**config.mk**
```make
export PLATFORM = sky130hd
export DESIGN_NAME = i2s_rx_ctrl
export DESIGN_NICKNAME = d
export VERILOG_FILES = /design/src/rtl/i2s_pkg.sv /design/src/rtl/i2s_sck_div.sv /design/src/rtl/i2s_rx_ctrl.sv
export SDC_FILE = /design/constraint.sdc
export NUM_CORES = 1
export LEC_CHECK = 0
export ABC_CLOCK_PERIOD_IN_PS = 2750
export BUFFER_PORTS_ARGS = -buffer_cell sky130_fd_sc_hd__buf_2
export CAP_MARGIN = 40
export CORE_AREA = 5 5 82 84
export CTS_BUF_LIST = sky130_fd_sc_hd__clkbuf_4
export DETAILED_ROUTE_END_ITERATION = 12
export DIE_AREA = 0 0 87 89
export PLACE_DENSITY = 0.75
export SLEW_MARGIN = 30
export SYNTH_ARGS = -nofsm -noshare
export SYNTH_HDL_FRONTEND = slang
export SYNTH_SLANG_ARGS = --single-unit
```
**constraint.sdc**
```tcl
create_clock -name clk_in -period 2.75 [get_ports clk_in]
set_input_delay 0.1375 -clock clk_in [delete_from_list [all_inputs] [get_ports clk_in]]
set_output_delay 0.1375 -clock clk_in [all_outputs]
set_load 0.01 [all_outputs]
```
**src/rtl/i2s_pkg.sv**
```systemverilog
// Shared types and defaults for the I2S receive controller.
// Channel constants match the ws_out level of each slot.
package i2s_pkg;

    typedef enum logic [1:0] {
        ST_IDLE   = 2'd0,
        ST_WARMUP = 2'd1,
        ST_RUN    = 2'd2,
        ST_STOP   = 2'd3
    } i2s_state_e;

    localparam int DEF_SLOT_BITS   = 32;
    localparam int DEF_SAMPLE_BITS = 24;

    localparam logic CH_LEFT  = 1'b0;
    localparam logic CH_RIGHT = 1'b1;

endpackage

```
**src/rtl/i2s_sck_div.sv**
```systemverilog
// Bit-clock divider: toggles sck every HALF_DIV enabled cycles and emits
// registered rise/fall strobes in the same cycle the new sck level appears.
module i2s_sck_div #(
    parameter int HALF_DIV = 4
) (
    input  logic clk_in,
    input  logic reset,
    input  logic en,
    input  logic clr,
    output logic sck,
    output logic rise,
    output logic fall
);

    localparam int CNT_W = (HALF_DIV > 1) ? $clog2(HALF_DIV) : 1;
    localparam logic [CNT_W-1:0] CNT_LAST = CNT_W'(HALF_DIV - 1);

    logic [CNT_W-1:0] cnt_r;
    logic             sck_r;
    logic             rise_r;
    logic             fall_r;

    // Half-period counter, sck level and edge strobes.
    always_ff @(posedge clk_in or negedge reset) begin
        if (!reset) begin
            cnt_r  <= {CNT_W{1'b0}};
            sck_r  <= 1'b0;
            rise_r <= 1'b0;
            fall_r <= 1'b0;
        end else if (clr || !en) begin
            cnt_r  <= {CNT_W{1'b0}};
            sck_r  <= 1'b0;
            rise_r <= 1'b0;
            fall_r <= 1'b0;
        end else if (cnt_r == CNT_LAST) begin
            cnt_r  <= {CNT_W{1'b0}};
            sck_r  <= ~sck_r;
            rise_r <= ~sck_r;
            fall_r <= sck_r;
        end else begin
            cnt_r  <= cnt_r + CNT_W'(1'b1);
            rise_r <= 1'b0;
            fall_r <= 1'b0;
        end
    end

    assign sck  = sck_r;
    assign rise = rise_r;
    assign fall = fall_r;

endmodule

```
**src/rtl/i2s_rx_ctrl.sv**
```systemverilog
// I2S receive controller: start-up sequencing, SCK/WS generation, slot
// deserialisation and a single-entry valid/ready holding register.
module i2s_rx_ctrl
    import i2s_pkg::*;
#(
    parameter int SCK_HALF_DIV  = 4,
    parameter int SAMPLE_BITS   = DEF_SAMPLE_BITS,
    parameter int SLOT_BITS     = DEF_SLOT_BITS,
    parameter int WARMUP_FRAMES = 4096
) (
    input  logic                          clk_in,
    input  logic                          reset,
    input  logic                          clk_lock,
    input  logic                          enable,
    input  logic                          sd_in,
    output logic                          sck_out,
    output logic                          ws_out,
    output logic signed [SAMPLE_BITS-1:0] sample_data,
    output logic                          sample_right,
    output logic                          sample_valid,
    input  logic                          sample_ready,
    output logic                          overflow,
    output logic                          running
);

    localparam int FRAME_BITS = 2 * SLOT_BITS;
    localparam int BIT_W      = $clog2(FRAME_BITS);
    localparam int FRM_W      = $clog2(WARMUP_FRAMES + 1);

    localparam logic [BIT_W-1:0] BIT_LAST = BIT_W'(FRAME_BITS - 1);
    localparam logic [BIT_W-1:0] SLOT_B   = BIT_W'(SLOT_BITS);
    localparam logic [BIT_W-1:0] SAMP_B   = BIT_W'(SAMPLE_BITS);
    localparam logic [FRM_W-1:0] FRM_LAST = FRM_W'(WARMUP_FRAMES - 1);

    i2s_state_e state_r;
    i2s_state_e next_state_s;

    logic [BIT_W-1:0]       bit_cnt_r;
    logic [BIT_W-1:0]       bit_next_s;
    logic [BIT_W-1:0]       pos_s;
    logic [FRM_W-1:0]       frame_cnt_r;
    logic [SAMPLE_BITS-2:0] shift_r;
    logic [SAMPLE_BITS-1:0] cap_word_s;
    logic                   right_slot_s;
    logic                   frame_end_s;
    logic                   capture_s;
    logic                   slot_done_s;
    logic                   sck_s;
    logic                   rise_s;
    logic                   fall_s;
    logic                   ws_r;

    logic signed [SAMPLE_BITS-1:0] data_r;
    logic                          right_r;
    logic                          valid_r;
    logic                          overflow_r;
    logic                          running_r;

    // Divider is cleared in the same edge the FSM falls back to IDLE.
    i2s_sck_div #(
        .HALF_DIV (SCK_HALF_DIV)
    ) u_sck_div (
        .clk_in (clk_in),
        .reset  (reset),
        .en     (state_r != ST_IDLE),
        .clr    (next_state_s == ST_IDLE),
        .sck    (sck_s),
        .rise   (rise_s),
        .fall   (fall_s)
    );

    // Slot position, bit counter successor and slot/frame events.
    always_comb begin
        right_slot_s = (bit_cnt_r >= SLOT_B);
        if (right_slot_s) begin
            pos_s = bit_cnt_r - SLOT_B;
        end else begin
            pos_s = bit_cnt_r;
        end
        if (bit_cnt_r == BIT_LAST) begin
            bit_next_s = {BIT_W{1'b0}};
        end else begin
            bit_next_s = bit_cnt_r + BIT_W'(1'b1);
        end
        frame_end_s = fall_s && (bit_cnt_r == BIT_LAST);
        capture_s   = rise_s && (pos_s != {BIT_W{1'b0}}) && (pos_s <= SAMP_B);
        slot_done_s = rise_s && (pos_s == SAMP_B) &&
                      ((state_r == ST_RUN) || (state_r == ST_STOP));
        cap_word_s  = {shift_r, sd_in};
    end

    // Sequencer next-state logic; lock loss overrides everything.
    always_comb begin
        next_state_s = state_r;
        if (!clk_lock) begin
            next_state_s = ST_IDLE;
        end else begin
            case (state_r)
                ST_IDLE: begin
                    if (enable) next_state_s = ST_WARMUP;
                    else        next_state_s = ST_IDLE;
                end
                ST_WARMUP: begin
                    if (!enable)                                     next_state_s = ST_STOP;
                    else if (frame_end_s && (frame_cnt_r == FRM_LAST)) next_state_s = ST_RUN;
                    else                                             next_state_s = ST_WARMUP;
                end
                ST_RUN: begin
                    if (!enable) next_state_s = ST_STOP;
                    else         next_state_s = ST_RUN;
                end
                ST_STOP: begin
                    // Re-enable is only honoured at the frame boundary, skipping warm-up.
                    if (frame_end_s) next_state_s = enable ? ST_RUN : ST_IDLE;
                    else             next_state_s = ST_STOP;
                end
                default: next_state_s = ST_IDLE;
            endcase
        end
    end

    // State register.
    always_ff @(posedge clk_in or negedge reset) begin
        if (!reset) begin
            state_r <= ST_IDLE;
        end else begin
            state_r <= next_state_s;
        end
    end

    // Bit/frame counters, word select and capture shift register.
    always_ff @(posedge clk_in or negedge reset) begin
        if (!reset) begin
            bit_cnt_r   <= {BIT_W{1'b0}};
            frame_cnt_r <= {FRM_W{1'b0}};
            ws_r        <= CH_LEFT;
            shift_r     <= {(SAMPLE_BITS-1){1'b0}};
        end else if (next_state_s == ST_IDLE) begin
            bit_cnt_r   <= {BIT_W{1'b0}};
            frame_cnt_r <= {FRM_W{1'b0}};
            ws_r        <= CH_LEFT;
            shift_r     <= {(SAMPLE_BITS-1){1'b0}};
        end else begin
            if (fall_s) begin
                bit_cnt_r <= bit_next_s;
                ws_r      <= (bit_next_s >= SLOT_B) ? CH_RIGHT : CH_LEFT;
            end
            if (frame_end_s && (state_r == ST_WARMUP)) begin
                frame_cnt_r <= frame_cnt_r + FRM_W'(1'b1);
            end
            if (capture_s) begin
                shift_r <= cap_word_s[SAMPLE_BITS-2:0];
            end
        end
    end

    // Holding register, handshake, sticky overflow and running flag.
    always_ff @(posedge clk_in or negedge reset) begin
        if (!reset) begin
            data_r     <= {SAMPLE_BITS{1'b0}};
            right_r    <= CH_LEFT;
            valid_r    <= 1'b0;
            overflow_r <= 1'b0;
            running_r  <= 1'b0;
        end else begin
            if (slot_done_s) begin
                if (!valid_r || sample_ready) begin
                    data_r  <= cap_word_s;
                    right_r <= right_slot_s ? CH_RIGHT : CH_LEFT;
                    valid_r <= 1'b1;
                end else begin
                    overflow_r <= 1'b1;
                end
            end else if (valid_r && sample_ready) begin
                valid_r <= 1'b0;
            end
            if ((state_r == ST_IDLE) && (next_state_s == ST_WARMUP)) begin
                overflow_r <= 1'b0;
            end
            running_r <= (next_state_s == ST_RUN);
        end
    end

    assign sck_out      = sck_s;
    assign ws_out       = ws_r;
    assign sample_data  = data_r;
    assign sample_right = right_r;
    assign sample_valid = valid_r;
    assign overflow     = overflow_r;
    assign running      = running_r;

endmodule
```
# After elaboration in Yosys (flattened, before gate mapping)

Cells that the tools add are included.

Input port bits: 6
Memories: 0
Bits in latches: 0
ROM bits: 0
RAM bits: 0
Output and inout port bits: 30
Register bits after elaboration: 78

Shifts and indexed selects: 0
Add/subtract/negate cells: 4
Equal/unequal tests: 11
$lt $le $gt $ge: 3
Multiplexer cells: 34
Bitwise operators: 1
Reductions and logical operators: 27
Multiply operators: 0
Divide/modulo/power cells: 0

Operators by type and width:

| cell                                                  | number |
|---|---|
| two-way mux 23 bit                                    | 2 |
| two-way mux 13 bit                                    | 2 |
| two-way mux 6 bit                                     | 4 |
| two-way mux 1 bit                                     | 18 |
| two-way mux 2 bit                                     | 7 |
| nonzero test 2 bit                                    | 7 |
| adder 13 x 1 -> 13 bit, second input constant         | 1 |
| == test 13 x 12 -> 1 bit, second input constant       | 1 |
| >= comparator 6 bit, second input constant            | 2 |
| logical AND 1 bit                                     | 9 |
| == test 2 bit, second input constant                  | 4 |
| one-hot mux 2 bit (4 select lines)                    | 1 |
| adder 6 x 1 -> 6 bit, second input constant           | 1 |
| == test 6 x 5 -> 1 bit, second input constant         | 1 |
| == test 6 bit, second input constant                  | 1 |
| <= comparator 6 x 5 -> 1 bit, second input constant   | 1 |
| AND reduction 2 bit                                   | 3 |
| nonzero test 6 bit                                    | 1 |
| subtractor 6 bit, second input constant               | 1 |
| == test 2 x 1 -> 1 bit, second input constant         | 2 |
| zero test 2 bit                                       | 2 |
| inequality test 2 x 1 -> 1 bit, second input constant | 2 |
| logical OR 1 bit                                      | 3 |
| adder 2 x 1 -> 2 bit, second input constant           | 1 |
| 2 further kinds                                       | 3 |

# Longest topological paths before layout

Depth in word-level cells: 11
Mapped depth: 7
Gate-level depth less buffers: 6

# By module

From an unflattened synthesis, not the netlist that was laid out.

Cells, all modules: 279
Area total of the unflattened synthesis: 3494.6 um^2

Modules (own cells, without submodules):

| module      | times used | area an instance (um^2) | cells each | seq. area each (um^2) |
|---|---|---|---|---|
| i2s_rx_ctrl | 1          | 3298.2                  | 264        | 1826.8 |
| i2s_sck_div | 1          | 196.4                   | 15         | 125.1 |

# Worst setup path before layout

OpenSTA, ideal clock, no wires.

Path type: reg-to-reg
Start: register bit_cnt_r[1]
End: register running_r, in the netlist running
Data arrival time: 2.081 ns
Setup time: 0.094 ns
Period minus slack after synthesis: 2.175 ns
Cell stages (with the launch flop): 7
Buffers on the path: 1
Slack: 0.575 ns
Cells stage by stage: dfrtp_1 -> ha_1 -> nand4_4 -> or4_4 -> buf_6 -> or3_4 -> a221oi_2

Longest elaborated chain between the ends: 8
Elaborated cells between the ends (all ways): 9
Classes of those cells: 2 x eq/ne; 5 x mux; 2 x reduce/logical

RTL lines:

| what                                   | line               | text |
|---|---|---|
| from (decl)                            | i2s_rx_ctrl.sv:38  | `logic [BIT_W-1:0] bit_cnt_r;` |
| from (signal assigned)                 | i2s_rx_ctrl.sv:134 | `bit_cnt_r <= {BIT_W{1'b0}};` |
| from (signal assigned)                 | i2s_rx_ctrl.sv:139 | `bit_cnt_r <= {BIT_W{1'b0}};` |
| from (signal assigned)                 | i2s_rx_ctrl.sv:145 | `bit_cnt_r <= bit_next_s;` |
| == test 6 bit (*)                      | i2s_rx_ctrl.sv:85  | `frame_end_s = fall_s && (bit_cnt_r == BIT_LAST);` |
| logical AND 1 bit (*)                  | i2s_rx_ctrl.sv:85  |  |
| logical AND 1 bit                      | i2s_rx_ctrl.sv:105 | `else if (frame_end_s && (frame_cnt_r == FRM_LAST)) next_state_s = ST_RUN;` |
| two-way mux 2 bit                      | i2s_rx_ctrl.sv:105 |  |
| two-way mux 2 bit                      | i2s_rx_ctrl.sv:104 | `if (!enable) next_state_s = ST_STOP;` |
| one-hot mux 2 bit (4 select lines) (*) | i2s_rx_ctrl.sv:98  | `case (state_r)` |
| two-way mux 2 bit (*)                  | i2s_rx_ctrl.sv:95  | `if (!clk_lock) begin` |
| == test 2 bit (*)                      | i2s_rx_ctrl.sv:180 | `running_r <= (next_state_s == ST_RUN);` |
| to (signal assigned)                   | i2s_rx_ctrl.sv:180 |  |
| to (decl)                              | i2s_rx_ctrl.sv:57  | `logic running_r;` |

Every way passes the cells marked *; elsewhere a longest branch is shown, timed or not.
A chain may end at the register's enable or synchronous reset.

# Worst setup path after layout

Ends and elaborated chain as after synthesis.

==> impl_summary.log <==
[metrics] Final #Nets: about 340
[metrics] data arrival time of the worst path: 2.60 ns
[metrics] post-synthesis cell count: just under 300
[metrics] Hold Buf Count CTS: 3
[metrics] Total Wirelength: 6.124 mm
[metrics] diode count: 0
[metrics] layout overhead on the synthesized area: 11.93%
[metrics] Synth top area share: 56.91%
[metrics] period utilisation layout: between 80% and 90%
[metrics] crit path capture type: flip-flop
[metrics] element type at the critical path start: flip-flop
[metrics] source-to-sink clock delay at the later pin of the worst-skew pair: 0.42 ns
[metrics] R2R Path Start: bit_cnt_r[1]$_DFFE_PN0P_
[metrics] highest net fanout along the worst path: 9
[metrics] total iterations of the first detailed-routing run: 4
[metrics] routed len/inst: between 10 and 15 um
[metrics] number of different library cells in the post-synthesis netlist: 43
[metrics] CTS sink count: between 70 and 80
[metrics] number of hold-slack violations in the final timing report: 0
[metrics] RSZ-0062 raised after global routing: false
[metrics] main area contributors after synthesis: dfrtp_1 (57%), mux2_2 (8.2%), mux2i_1 (7.0%), nor2_1 (4.2%), xnor2_1 (2.3%)
[metrics] Net Count, Synth: 299
[metrics] Post-Route Utilization: between 60% and 70%
[metrics] I/O pin count: 36
[metrics] leading cell types by count after synthesis: dfrtp_1 (78), nor2_1 (38), mux2_2 (25)
[metrics] number of buffers inserted during clock tree synthesis: 9
[metrics] global route overflow: 0
[metrics] Max Fclk: 0.4417 GHz
[metrics] VDD IR-drop max: roughly 310 uV
[metrics] type of the setup path with the least slack: flip-flop to flip-flop
[metrics] power per standard cell area: approximately 480 nW/um^2
[metrics] max-cap check violation count: 0
[metrics] first-pass GRT wire length: roughly 11 mm
[metrics] library cell with the largest summed area after synthesis: dfrtp_1
[metrics] status: completed
[metrics] number of port buffers: 35
[metrics] proportion of synthesized chip area in sequential cells: roughly 57%
[metrics] effective utilization at floorplan: 58.62%
[metrics] critical path data required time: 3.09 ns
[metrics] number of antenna violations at the first check in global routing: 0
[metrics] crit path launch: bit_cnt_r[1]$_DFFE_PN0P_
[metrics] post-CTS repair timing setup buffer count: 0
[metrics] number of synthesized flops with an enable pin: 0
[metrics] Core Box Area: roughly 5900 sq um
[metrics] Die Height: about 89 um
[metrics] Avg Cell Area, Syn: around 12 sq um
[metrics] fraction of final layout cells with drive strength greater than 1: between 20% and 30%
[metrics] Yosys warning count: 0
[metrics] area of the mapped netlist: 3430 sq um
[metrics] HPWL after detailed placement: 4.228 mm
[metrics] FP Rows: 28
[metrics] dominant cell by count in the synthesized netlist: dfrtp_1
[metrics] cell count after placement: 390
[metrics] relative slew slack: roughly 52%
[metrics] vias in the first global route: between 2000 and 2500
[metrics] Setup Total Neg Slack: 0 ns
[metrics] htree depth: 3
[metrics] clock-pin slew reported for the worst setup and hold paths after clock tree synthesis: ~0.13 ns
[metrics] prevailing post-synth register cell: dfrtp_1
[metrics] Synth async-reset ratio: 100.0%
[metrics] mean number of vias per cell: approximately 5.5
[metrics] antenna-violating nets left: 0
[metrics] final hold slack: between 0.015 and 0.02 ns
[metrics] Min Clock Period, post-route: about 2.3 ns
[metrics] initial detailed-routing violation count: roughly 150
[metrics] post-CTS sizing: 0
[metrics] worst setup slack after placement: between 0.5 and 0.6 ns
[metrics] number of synthesized register bits: 78
[metrics] actual slew at the worst max-slew pin: approximately 0.72 ns
[metrics] Hold Crit Start: sample_ready
[metrics] final number of max-transition violations: 0
[metrics] final worst setup slack: just under 0.5 ns
[metrics] Vias: between 2000 and 2500
[metrics] Die X-Extent: 87 um
[metrics] type of the tightest min-delay check: input pin to flip-flop
[metrics] maximum number of pins on one net before global-route repair: 52
[metrics] Final Skew: approximately 0.014 ns
[metrics] post-route DRC violation count: 0
[metrics] LEAKAGE: 2.013 nW
[metrics] # setup viols final: 0
[metrics] cell at the root of the clock tree: clkbuf_4
[metrics] overall die area: 7743 sq um
[metrics] non-filler cells in the finished layout: 409
[metrics] Tot GR Track Use: between 10% and 20%
[metrics] largest buffer count on any clock path: 2
[metrics] CTS tree: done
[metrics] Placer Congestion: between 0.8 and 0.9
## kinds of logic (layout without fill, tap and decap cells)
family                     Yosys count  in the layout  share of synthesized area (%)
adders and majority gates            4              4                          1.459
xor gates and xnor gates            12             12                          3.065
muxes                               49             49                          15.21
and+or+nand+nor                     94             94                          14.70
buffers and inverters               23             68                          3.283
AOI/OAI and AO/OA                   29             29                          5.363
DFF                                 78             78                          56.91
## critical path, cell delays in order, from the launching register on
cell and delay (ns):
dfrtp_1 0.44, ha_1 0.30, nand4_4 0.19, or4_4 0.62, or3_4 0.40, a221oi_2 0.24
## state kept, by name, summed over array words and instances, names as in the netlist, 2 cells and up
signal / cells
u_sck_div.cnt_r: 2
shift_r: 23
bit_cnt_r: 6
frame_cnt_r: 13
state_r: 2
sample_data: 24
## path summary, 6_finish.rpt
path / end / cells past startpoint / slack, ns
hold / removal: sample_valid$_DFFE_PN0P_ / 3 / 0.02
max in group asynchronous: sample_data[3]$_DFFE_PN0P_ / 3 / 2.02
setup reg to reg: running$_DFF_PN0_ / 5 / 0.49
setup / recovery: running$_DFF_PN0_ / 5 / 0.49
min in group asynchronous: state_r[0]$_DFF_PN0_ / 2 / 0.17
hold reg to reg: u_sck_div.cnt_r[0]$_DFF_PN0_ / 1 / 0.46
## through the flow
step,power (mW),area (sq um)
finish,1.826,3839
global route,1.907,3839
CTS,1.851,3839
detailed placement,1.260,3695
global placement,1.253,3667
floorplan,1.210,3430
## report_power, final
| group | total (mW) | internal, mW | switching, mW |
|---|---|---|---|
| clock | 0.587 | 0.193 | 0.394 |
| combinational | 0.0806 | 0.0255 | 0.0551 |
| sequential | 1.16 | 1.15 | 0.00657 |
## area by class of cell
type,count,area [sq um]
clock buffers,10,75.07
clock inverters,6,38.79
fillers,472,2012
inverters,8,30.03
multi-input cells,188,1376
flip-flops and latches,78,1952
well taps,75,93.84
repair buffers,44,272.8
## layer usage
| layer | track usage (%) | wire, um | vias up |
|---|---|---|---|
| li1 | - | - | 1107 |
| met1 | 25.45 | 2874 | 1098 |
| met2 | 27.47 | 2862 | 40 |
| met3 | 3.502 | 243 | 13 |
| met4 | 9.632 | 144 | 0 |
| met5 | 0 | 0 | - |
## layout by cell type, fill, tap and decap left out, types with 4 or more instances in the layout
cell type	count
dfrtp_1	78
nor2_1	38
buf_2	34
mux2_2	25
mux2i_1	24
nand2_1	14
o21ai_0	10
clkbuf_4	10
a21oi_1	9
xnor2_1	9
inv_1	8
nor3_1	7
buf_4	6
nand4_1	4
nor4_1	4
nand3_1	4
or3_1	4
ha_1	4
(Power assumes the default switching activity.)
